==> src/rtl/inst_fetcher.sv <==
// Instruction fetcher: assembles a 32-bit little-endian word from four byte reads
// at the current PC and queues {instruction, pc} for the decoder.
module inst_fetcher #(
    parameter int ADDR_WIDTH  = 17,
    parameter int QUEUE_DEPTH = 4
) (
    input  logic                  clk,
    input  logic                  rst,
    input  logic                  rdy_in,
    input  logic [ADDR_WIDTH-1:0] pc_in,
    output logic                  pc_read_en,
    input  logic                  flush,
    output logic                  mem_re,
    output logic [ADDR_WIDTH-1:0] mem_a,
    input  logic                  mem_busy,
    input  logic [7:0]            mem_din,
    output logic                  inst_valid,
    output logic [31:0]           inst_out,
    output logic [ADDR_WIDTH-1:0] inst_pc,
    input  logic                  inst_ready
);

    localparam int PW = $clog2(QUEUE_DEPTH);

    typedef enum logic [1:0] {IDLE, FETCH, PUSH} state_t;

    state_t                                 state_q, state_d;
    logic [ADDR_WIDTH-1:0]                  fetch_pc_q, fetch_pc_d;
    logic [2:0]                             issue_cnt_q, issue_cnt_d;
    logic [2:0]                             recv_cnt_q, recv_cnt_d;
    logic                                   pend_q, pend_d;
    logic [31:0]                            word_q, word_d;
    logic [QUEUE_DEPTH-1:0][31:0]           data_q, data_d;
    logic [QUEUE_DEPTH-1:0][ADDR_WIDTH-1:0] pcs_q, pcs_d;
    logic [PW-1:0]                          wr_ptr_q, wr_ptr_d;
    logic [PW-1:0]                          rd_ptr_q, rd_ptr_d;
    logic [PW:0]                            cnt_q, cnt_d;

    logic accept, full, push, pop;

    assign inst_valid = (cnt_q != '0);
    assign inst_out   = data_q[rd_ptr_q];
    assign inst_pc    = pcs_q[rd_ptr_q];

    always_comb begin
        state_d     = state_q;
        fetch_pc_d  = fetch_pc_q;
        issue_cnt_d = issue_cnt_q;
        recv_cnt_d  = recv_cnt_q;
        word_d      = word_q;
        data_d      = data_q;
        pcs_d       = pcs_q;
        wr_ptr_d    = wr_ptr_q;
        rd_ptr_d    = rd_ptr_q;
        cnt_d       = cnt_q;

        mem_re     = (state_q == FETCH) && (issue_cnt_q < 3'd4) && rdy_in && !flush;
        mem_a      = fetch_pc_q + ADDR_WIDTH'(issue_cnt_q);
        accept     = mem_re && !mem_busy;
        full       = (cnt_q == (PW+1)'(QUEUE_DEPTH));
        push       = (state_q == PUSH) && rdy_in && !flush;
        pop        = inst_valid && inst_ready && rdy_in && !flush;
        pc_read_en = flush || push;
        pend_d     = accept;

        if (accept)
            issue_cnt_d = issue_cnt_q + 3'd1;

        // byte capture follows the request stream, independent of rdy_in
        if (pend_q && !flush) begin
            word_d[{recv_cnt_q[1:0], 3'b000} +: 8] = mem_din;
            recv_cnt_d = recv_cnt_q + 3'd1;
        end

        case (state_q)
            IDLE: begin
                if (rdy_in && !full) begin
                    fetch_pc_d  = pc_in;
                    issue_cnt_d = '0;
                    recv_cnt_d  = '0;
                    word_d      = '0;
                    state_d     = FETCH;
                end
            end
            FETCH: if (rdy_in && recv_cnt_d == 3'd4) state_d = PUSH;
            PUSH:  if (rdy_in) state_d = IDLE;
            default: state_d = IDLE;
        endcase

        if (push) begin
            data_d[wr_ptr_q] = word_q;
            pcs_d[wr_ptr_q]  = fetch_pc_q;
            wr_ptr_d         = wr_ptr_q + PW'(1);
        end
        if (pop)
            rd_ptr_d = rd_ptr_q + PW'(1);
        case ({push, pop})
            2'b10:   cnt_d = cnt_q + (PW+1)'(1);
            2'b01:   cnt_d = cnt_q - (PW+1)'(1);
            default: cnt_d = cnt_q;
        endcase

        // redirect discards the queue and any half-built word
        if (flush) begin
            state_d     = IDLE;
            issue_cnt_d = '0;
            recv_cnt_d  = '0;
            pend_d      = 1'b0;
            wr_ptr_d    = '0;
            rd_ptr_d    = '0;
            cnt_d       = '0;
        end
    end

    always_ff @(posedge clk or negedge rst) begin
        if (!rst) begin
            state_q     <= IDLE;
            fetch_pc_q  <= '0;
            issue_cnt_q <= '0;
            recv_cnt_q  <= '0;
            pend_q      <= 1'b0;
            word_q      <= '0;
            data_q      <= '0;
            pcs_q       <= '0;
            wr_ptr_q    <= '0;
            rd_ptr_q    <= '0;
            cnt_q       <= '0;
        end else begin
            state_q     <= state_d;
            fetch_pc_q  <= fetch_pc_d;
            issue_cnt_q <= issue_cnt_d;
            recv_cnt_q  <= recv_cnt_d;
            pend_q      <= pend_d;
            word_q      <= word_d;
            data_q      <= data_d;
            pcs_q       <= pcs_d;
            wr_ptr_q    <= wr_ptr_d;
            rd_ptr_q    <= rd_ptr_d;
            cnt_q       <= cnt_d;
        end
    end

endmodule

==> config.mk <==
export PLATFORM = sky130hd
export DESIGN_NAME = inst_fetcher
export DESIGN_NICKNAME = d
export VERILOG_FILES = /design/src/rtl/inst_fetcher.sv
export SDC_FILE = /design/constraint.sdc
export NUM_CORES = 1
export LEC_CHECK = 0
export BUFFER_PORTS_ARGS = -buffer_cell sky130_fd_sc_hd__buf_2
export CAP_MARGIN = 5
export CORE_ASPECT_RATIO = 1.2
export CORE_MARGIN = 10
export CORE_UTILIZATION = 30
export CTS_BUF_LIST = sky130_fd_sc_hd__clkbuf_8 sky130_fd_sc_hd__clkbuf_16
export CTS_CLUSTER_DIAMETER = 200
export CTS_CLUSTER_SIZE = 14
export DETAILED_ROUTE_END_ITERATION = 7
export PLACE_DENSITY_LB_ADDON = 0.08
export SLEW_MARGIN = 20
export SYNTH_ARGS = -nofsm -noshare
export SYNTH_HDL_FRONTEND = slang
export SYNTH_SLANG_ARGS = --single-unit
==> constraint.sdc <==
create_clock -name clk -period 2.7 [get_ports clk]
set_clock_uncertainty 0.15 [all_clocks]
set_input_delay 0.135 -clock clk [delete_from_list [all_inputs] [get_ports clk]]
set_output_delay 0.135 -clock clk [all_outputs]
set_load 0.02 [all_outputs]
== Yosys cells after proc, flatten, opt, wreduce, memory -nomap -nowiden ==
Cells that the tools add are included.

* Register bits: 261
* Input bits: 31
* Output and inout port bits: 69
* Logic and storage cells: 98

* Add/subtract/negate cells: 8
* Order comparisons: 4
* Equal/unequal tests: 9
* Shift-type cells: 2
* Multiplexer cells: 34
* Reductions and logical operators: 24

{| class="wikitable"
|+ Operators by type and width
! operator !! number
|-
| $mux W32 || 5
|-
| $bwmux W128 || 1
|-
| $bwmux W68 || 1
|-
| $bmux W32 S2 || 1
|-
| $demux W32 S2 || 1
|-
| $bmux W17 S2 || 1
|-
| $demux W17 S2 || 1
|-
| $mux W17 || 2
|-
| $bwmux W32 || 1
|-
| $shift A8 B7 Y32 const A || 1
|-
| $shiftx A8 B7 Y32 || 1
|-
| $mux W3 || 9
|-
| $add A17 B3 Y17 || 1
|-
| $mux W2 || 8
|-
| $logic_and A1 B1 Y1 || 13
|-
| $add A3 B1 Y3 const B || 3
|-
| $neg A5 Y7 || 1
|-
| $eq A3 B3 Y1 const B || 2
|-
| $lt A2 B3 Y1 const B || 2
|-
| $ne A3 B3 Y1 const B || 2
|-
| $pmux W2 S3 || 1
|-
| $pmux W3 S2 || 1
|-
| $reduce_bool A3 Y1 || 2
|-
| $add A2 B1 Y2 const B || 2
|-
| 13 further kinds || 18
|}

== Depth between registers and ports, before layout ==
Gate-level depths: netlist of run 1.

* Depth after elaboration: 9
* Gate-level depth with buffers: 7
* Gate-level depth less buffers: 7

== Least setup slack after synthesis of run 1 ==
No wires, ideal clock.

* Path kind: register to register
* Start: register cnt_q[0]
* End: register cnt_q[2]
* Setup time: 0.125 ns
* Arrival: 2.187 ns
* Data required time: 2.425 ns
* Slack: 0.239 ns
* Stages on the path, launching flop included: 6
* Buffers on the path: 0
* Clock period less this slack: 2.461 ns
* Cell sequence: dfrtp_1 > o311ai_1 > nor2_1 > fa_1 > o31ai_1 > mux2_2

* Longest elaborated chain between the ends: 7

{| class="wikitable"
|+ RTL lines
! what !! RTL line !! text
|-
| start: declaration || 37 || <nowiki>logic [PW:0] cnt_q, cnt_d;</nowiki>
|-
| start signal: assignment || 139 || <nowiki>cnt_q <= cnt_d;</nowiki>
|-
| $reduce_bool A3 Y1 || 41 || <nowiki>assign inst_valid = (cnt_q != '0);</nowiki>
|-
| $logic_and A1 B1 Y1 (3 in a row) || 62 || <nowiki>pop = inst_valid && inst_ready && rdy_in && !flush;</nowiki>
|-
| $eq A2 B1 Y1 / $eq A2 B2 Y1 (equally long branches) || 97 || <nowiki>case ({push, pop})</nowiki>
|-
| $pmux W3 S2 || 97 ||
|-
| $mux W3 || 104 || <nowiki>if (flush) begin</nowiki>
|}

Parallel ways exist; a longest one is shown, timed or not.
A chain may end at the register's enable or synchronous reset.

== Worst setup path after layout of run 1 ==
* Start: register issue_cnt_q[0]
* End: output mem_a[16]

* Longest elaborated chain between the ends: 1

{| class="wikitable"
|+ RTL lines
! what !! RTL line !! text
|-
| start: declaration || 29 || <nowiki>logic [2:0] issue_cnt_q, issue_cnt_d;</nowiki>
|-
| start signal: assignment || 131 || <nowiki>issue_cnt_q <= issue_cnt_d;</nowiki>
|-
| $add A17 B3 Y17 || 58 || <nowiki>mem_a = fetch_pc_q + ADDR_WIDTH'(issue_cnt_q);</nowiki>
|-
| end: declaration || 14 || <nowiki>output logic [ADDR_WIDTH-1:0] mem_a,</nowiki>
|}

Every way passes these cells.

==> impl_metrics.py, run 1 <==
metrics = {
    "run_status": {
        "outcome": "complete, no violations",
    },
    "place": {
        "post-place-ws_ns": 0.232,
        "hpwl_um": 19800,
        "gp_congestion": 0.728,
        "portBuffers": 99,
    },
    "logic_synthesis": {
        "seq_area_frac_synth": 0.561,
        "ys_types": 41,
        "synth.top_cell.area_share": 0.561,
        "synth_warnings": 0,
        "synth-edff-count": 0,
        "synth.avg_cell_area_um2": 15.0,
        "syn_inst": 777,
        "synth-seq-cells": 261,
        "synthTopCellsByArea": "dfrtp_1 56%, mux2_2 21%, mux4_2 9.5%",
        "synth-async-reset-ratio": 1.00,
        "syn_area_um2": 11600,
        "synth_area_leader_cell": "dfrtp_1",
        "synth_fp_nets": 824,
        "synth_flop_cell": "dfrtp_1",
    },
    "detailed_routing": {
        "drtAntennaViolNets": 0,
        "drc_errors": 0,
        "drtIter0Drc": 223,
        "wl_per_cell_um": 21.5,
        "detail_route.first_pass.iterations": 4,
        "routed_wl_um": 30000,
        "vias_per_cell": 4.96,
        "vias": 6917,
    },
    "setup_path": {
        "path_cells": "ha_2 > inv_2 > fa_2 > nand2b_4 > a21oi_4 > nand4_1 > xnor2_1 > buf_4",
        "crit_path_max_fanout": 5,
        "crit_type": "reg2out",
        "crit_path_end_kind": "primary output",
        "setup.worst_path.start": "issue_cnt_q[0]",
        "slowest_delay_ns": 0.41,
        "cp.required_ns": 2.41,
        "cp_slowest_cell": "dfrtp_1",
        "reg2reg_slack_ns": 0.32,
        "arrival_ns": 2.36,
        "start_kind": "flop",
        "r2r-start": "state_q[0]",
    },
    "floorplan": {
        "pin_count": 100,
        "start_util": 0.302,
        "die_h_um": 236,
        "chipWidth_um": 200,
        "die-area_um2": 47100,
        "row_count": 79,
        "core_area_um2": 38500,
    },
    "sta": {
        "drv_slew": 0,
        "setup_viol": 0,
        "setup-tns-final_ns": 0,
        "tightest_slew_ns": 0.613,
        "slew_headroom": 0.592,
        "fmax_ghz": 0.377,
        "rsz0062_at_grt": "yes",
        "final.setup.worst_slack_ns": 0.0505,
        "hold_viol_final": 0,
        "fin_crit_ns": 2.65,
        "layout_worst_path_cycle_share": 0.981,
    },
    "global_route": {
        "grt.total_usage": 0.129,
        "grt_util_met2": 0.225,
        "met1_usage": 0.160,
        "use_met3": 0.0260,
        "grt-ovfl-total": 0,
        "busiest_layer": "met2",
        "antenna_found_initial": 0,
        "grt_pass1_vias": 7948,
        "grt_max_degree": 74,
        "grt_pass1_wl_um": 47400,
    },
    "final_layout": {
        "nFillCells": 3712,
        "drive_gt1_frac": 0.478,
        "nets": 953,
        "n_antenna_cell": 0,
        "post-route-util": 0.358,
        "area_growth_pct": 18.7,
    },
    "clock_network": {
        "worstSkewPairLatency_ns": 0.51,
        "cts_sinks": 261,
        "cts_tree": "built",
        "clockBufferDepth": 3,
        "cts_made_buffers": 22,
        "clk_pin_slew_ns": 0.07,
        "ctsRootBufferMaster": "clkbuf_16",
        "ctsHtreeMaxLevel": 1,
    },
    "pwr": {
        "peakVddDrop_mv": 0.426,
        "p_per_area_nw_per_um2": 538,
        "leakagePower_nw": 6.69,
    },
    "job": {
        "cap_viol_max_count": 0,
    },
    "hold_path": {
        "min-delay-path-class": "in2async",
    },
}
-- sequential cells by signal (all words and copies together) (netlist names) --
register,count
state_q,2
pend_q,1
fetch_pc_q,17
rd_ptr_q,2
recv_cnt_q,3
data_q,128
issue_cnt_q,3
cnt_q,3
wr_ptr_q,2
pcs_q,68
word_q,32
-- kinds of logic after synthesis --
family / Yosys count / share of synthesized area
muxes: 267 / 0.305
DFF: 261 / 0.561
and+or+nand+nor: 103 / 0.0462
buffers and inverters: 64 / 0.0252
AOI/OAI and AO/OA: 43 / 0.0264
xor gates and xnor gates: 23 / 0.0173
adders and majority gates: 16 / 0.0185
-- critical path: cells and delay by family, from the launching register on --
family / cells / cell delay (ns)
flops: 1 / 0.41
xor+xnor: 1 / 0.19
compound gates: 1 / 0.19
buf+inv: 2 / 0.20
simple gates: 2 / 0.30
fa+ha+maj: 2 / 0.56
-- final timing paths --
check                                     end  cells after the start
worst max-delay path                mem_a[16]                      8
worst min-delay path               data_q[53]                      2
worst max register to register       cnt_q[2]                      6
worst min register to register    data_q[109]                      1
max in group asynchronous          word_q[14]                      3
min in group clk                fetch_pc_q[6]                      3
-- per-layer routing --
metal | up-vias | wire (µm)
li1 | 3062 | -
met3 | 33 | 1440
met2 | 130 | 15400
met4 | 0 | 474
met1 | 3692 | 12700
met5 | - | 0
-- cell usage after synthesis (2+ instances only) --
| library cell | n |
|---|---|
| a21oi_1 | 5 |
| a22oi_1 | 32 |
| and3_1 | 2 |
| and4_1 | 4 |
| buf_1 | 5 |
| buf_2 | 27 |
| buf_4 | 3 |
| clkbuf_1 | 17 |
| dfrtp_1 | 261 |
| fa_1 | 2 |
| ha_1 | 14 |
| inv_1 | 11 |
| mux2_2 | 213 |
| mux2i_1 | 5 |
| mux4_2 | 49 |
| nand2_1 | 16 |
| nand2b_1 | 4 |
| nand3_1 | 4 |
| nand3b_2 | 2 |
| nand4_1 | 6 |
| nor2_1 | 44 |
| nor2b_1 | 4 |
| nor3_1 | 7 |
| nor3b_1 | 2 |
| xnor2_1 | 18 |
| xor2_1 | 5 |
-- through the flow --
step                hold slack, ns  area (µm²)  total power, mW  std cells
finish                      0.0343       13800             7.43       1394
global route                0.0704       13800             7.78       1394
CTS                         0.0530       13800             7.57       1391
detailed placement         0.00391       12800             4.58       1333
global placement          -0.00676       12800             4.57       1333
floorplan                   -0.311       11600             4.33        777
-- final cells by class --
cell class | instances | area, µm² | area share
Multi-Input combinational cell | 452 | 4880 | 0.354
Clock buffer | 23 | 576 | 0.0417
Timing Repair Buffer | 158 | 1150 | 0.0835
Clock inverter | 3 | 15.0 | 0.00109
Inverter | 11 | 41.3 | 0.00299
Tap cell | 486 | 608 | 0.0440
Sequential cell | 261 | 6540 | 0.473
-- repair_timing --
| action | in CTS | in global routing |
|---|---|---|
| setup buffers | 2 | 3 |
| endpoints found under the setup margin | 9 | 8 |
| hold endpoints to repair | 275 | 0 |
| pin swaps | 5 | 2 |
| resized for setup | 10 | 7 |
| hold buffers | 30 | 0 |
-- cells in the final DEF (no fill, tap or decap), drive strengths merged, types with 2 or more instances in the layout --
cell type,count
nor3b,2
nor4b,2
nor2b,4
clkbuf,23
fa,2
xnor2,18
nand2b,4
xor2,5
a21oi,5
and3,2
nor2,45
dfrtp,261
nor3,7
a22oi,32
inv,13
and4,4
nand2,16
nand3b,3
mux2,213
mux4,49
mux2i,5
nand4,6
dlygate4sd3,30
ha,14
nand3,4
buf,128
-- power breakdown --
| part | total (mW) | switching, mW | internal (mW) |
|---|---|---|---|
| clock network | 2.88 | 1.37 | 1.51 |
| logic | 0.479 | 0.283 | 0.196 |
| registers | 4.08 | 0.117 | 3.96 |
No activity file was read; power rests on OpenSTA's default activity.
==> inputs of run 2 (changes only) <==
- ABC_AREA: default -> 1
- CORE_MARGIN: 10 -> 5
==> run 2 against run 1 <==
Compared with the run above:
- wire length grew 13%
- cell count rose by 44%
- via count is 37% higher
- die area is 7.5% lower
- sequential power increased by 1%
- synthesized area up 1.8%
- register-to-register slack improved by 0.16 ns
- fmax about the same
- flip-flop and latch count unchanged
- critical endpoint unchanged
==> impl_metrics.py, run 2 <==
metrics = {
    "pwr": {
        "power.share.clock": 0.337,
        "power_frac_seq": 0.473,
        "switching_share": 0.310,
        "leakagePower_nw": 6.47,
        "switchingPower_mw": 2.71,
        "p_per_area_nw_per_um2": 631,
        "power_frac_comb": 0.190,
        "peakVddDrop_mv": 0.377,
        "internal_power_mw": 6.04,
    },
    "clock_network": {
        "cts_tree": "built",
        "clockBufferDepth": 3,
        "ctsRootBufferMaster": "clkbuf_16",
        "cts_sinks": 261,
        "clk_pin_slew_ns": 0.07,
        "cts_made_buffers": 22,
        "ctsHtreeMaxLevel": 1,
        "worstSkewPairLatency_ns": 0.52,
    },
    "final_layout": {
        "nets": 1523,
        "n_antenna_cell": 0,
        "final_cell_mix": "292 x nand2_1, 259 x dfrtp_1, 244 x o21ai_0",
        "largest_reg_flops": 128,
        "area_growth_pct": 17.0,
        "top_regs": "data_q x128, pcs_q x68, word_q x32",
        "drive_gt1_frac": 0.120,
        "top_register": "data_q",
        "final_common_cell": "nand2_1",
    },
    "run_status": {
        "outcome": "complete, no violations",
    },
    "logic_synthesis": {
        "synth_most_common_cell": "nand2_1",
        "synth-async-reset-ratio": 1.00,
        "synth_compound_area_frac": 0.184,
        "ys_types": 33,
        "yosys.area_share.simple": 0.169,
        "seq_area_frac_synth": 0.551,
        "syn_inst": 1380,
        "synth-seq-cells": 261,
        "synth_fa_ha_area_frac": 0.0182,
        "ys_top_cells_by_count": "295 x nand2_1, 261 x dfrtp_1, 244 x o21ai_0, 140 x nor2_1, 88 x o21ai_1",
        "synth-edff-count": 0,
        "synth_warnings": 0,
        "synthTopCellsByArea": "dfrtp_1 55%, o21ai_0 10%, nand2_1 9.3%",
        "synthXorXnorAreaFrac": 0.0111,
        "synthMuxAreaShare": 0,
        "synth.top_cell.area_share": 0.551,
        "synth_top_family_by_area": "compound AO/OA/AOI/OAI gates",
        "synth_flop_cell": "dfrtp_1",
        "synth_fp_nets": 1427,
        "synth.avg_cell_area_um2": 8.58,
        "synth_area_leader_cell": "dfrtp_1",
        "syn_area_um2": 11800,
    },
    "setup_path": {
        "crit_path_end_kind": "primary output",
        "rr_worst_depth": 5,
        "crit_type": "reg2out",
        "reg2reg_slack_ns": 0.48,
        "slowest_delay_ns": 0.38,
        "crit_top_cell": "buf_4",
        "path_cells": "ha_2 > inv_2 > fa_2 > o21ai_4 > buf_4 > nand2_1 > nor2_2 > xor2_1 > buf_4",
        "crit_path_max_fanout": 3,
        "reg2reg_to": "rd_ptr_q[0]",
        "start_kind": "flop",
        "arrival_ns": 2.36,
        "cp.required_ns": 2.41,
        "r2r-start": "rd_ptr_q[0]",
        "cp_slowest_cell": "fa_2",
    },
    "detailed_routing": {
        "drc_errors": 0,
        "drtIter0Drc": 486,
        "drtAntennaViolNets": 0,
        "routed_wl_um": 33900,
        "wl_per_cell_um": 16.9,
        "detail_route.first_pass.iterations": 5,
        "vias": 9475,
        "vias_per_cell": 4.73,
    },
    "sta": {
        "final.setup.worst_slack_ns": 0.0515,
        "slew_headroom": 0.570,
        "setup_viol": 0,
        "layout_worst_path_cycle_share": 0.981,
        "hold_viol_final": 0,
        "tightest_slew_ns": 0.646,
        "fin_crit_ns": 2.65,
        "rsz0062_at_grt": "yes",
        "drv_slew": 0,
        "whs_ns": 0.00299,
        "fmax_ghz": 0.378,
    },
    "floorplan": {
        "row_count": 79,
        "die-area_um2": 43600,
        "die_h_um": 228,
        "chipWidth_um": 191,
        "pin_count": 100,
        "start_util": 0.304,
        "core_area_um2": 38900,
    },
    "global_route": {
        "grt_max_degree": 100,
        "grt.total_usage": 0.157,
        "grt_pass1_vias": 9638,
        "grt_pass1_wl_um": 55000,
        "grt-ovfl-total": 0,
        "antenna_found_initial": 0,
    },
    "place": {
        "gp_congestion": 0.766,
        "hpwl_um": 21500,
        "portBuffers": 99,
        "post-place-ws_ns": 0.272,
    },
    "job": {
        "cap_viol_max_count": 0,
    },
    "hold_path": {
        "min-delay-path-class": "in2async",
    },
}
[run 2: changes by cell type in the layout (fill, tap and decap cells not counted), moves of 29 or more]
cell	change
nor2_1	+95
nand2_1	+280
o21ai_1	+87
a22oi_1	-29
nand3_1	+35
o21ai_0	+243
inv_1	+72
o22ai_1	+48
mux4_2	-49
mux2_2	-213
[run 2: layer usage]
metal,part of all wire,GRT usage,vias up,wire length (µm)
met5,0,0,-,0
met1,0.47,0.217,4555,16100
li1,-,-,4744,-
met4,0.014,0.0287,0,472
met2,0.47,0.261,140,15900
met3,0.042,0.0281,36,1410
[run 2: critical path, delay by kind of cell, from the launching register on]
family                   cells  cell delay, ns
AO/OA/AOI/OAI                1            0.21
XOR/XNOR                     1            0.15
adder cells (fa/ha/maj)      2            0.57
buffers and inverters        3            0.35
flip-flops                   1            0.36
AND/OR/NAND/NOR              2            0.19
[run 2: area by class of cell]
cell class	count	area [µm²]
Fill cell	4154	25100
Sequential cell	261	6540
Inverter	87	328
Clock inverter	3	15.0
Clock buffer	23	576
Tap cell	526	658
Multi-Input combinational cell	944	4580
Timing Repair Buffer	160	1160
[run 2: metrics by stage]
stage                util  power [mW]  cell area (µm²)  instances  setup TNS [ns]
global route        0.356        9.23            13900       2004          -0.159
global placement    0.330        5.86            12900       1943               0
detailed placement  0.330        5.85            12900       1943               0
floorplan               -        5.17            11800       1380               0
finish              0.356        8.75            13900       2004               0
CTS                 0.354        8.91            13800       2001               0
[run 2: what timing repair did]
item | in CTS | in global routing
buffers inserted | 1 | 3
endpoints found under the hold margin | 317 | 0
pin swaps | 2 | 7
resized for setup | 6 | 10
endpoints found under the setup margin | 7 | 7
hold buffers | 31 | 0
[run 2: worst max-delay path by stage]
| stage | to | start |
|---|---|---|
| floorplan | word_q[19] | recv_cnt_q[0] |
| global placement | mem_a[10] | issue_cnt_q[0] |
| detailed placement | mem_a[10] | issue_cnt_q[0] |
| CTS | mem_a[6] | issue_cnt_q[0] |
| global route | mem_a[16] | issue_cnt_q[0] |
| finish | mem_a[16] | issue_cnt_q[0] |
[run 2: cells by family after synthesis]
kind of cell	count (synthesis)
AND/OR/NAND/NOR	498
AO/OA/AOI/OAI	415
adder cells (fa/ha/maj)	16
buffers and inverters	175
flip-flops	261
XOR/XNOR	15
[run 2: power groups by stage]
| stage | Combinational, mW | Sequential, mW | Clock (mW) |
|---|---|---|---|
| after floorplan | 0.999 | 4.17 | 0 |
| after global placement | 1.65 | 4.21 | 0 |
| after detailed placement | 1.64 | 4.21 | 0 |
| after CTS | 1.69 | 4.13 | 3.09 |
| after global routing | 1.87 | 4.15 | 3.22 |
| final | 1.66 | 4.13 | 2.95 |
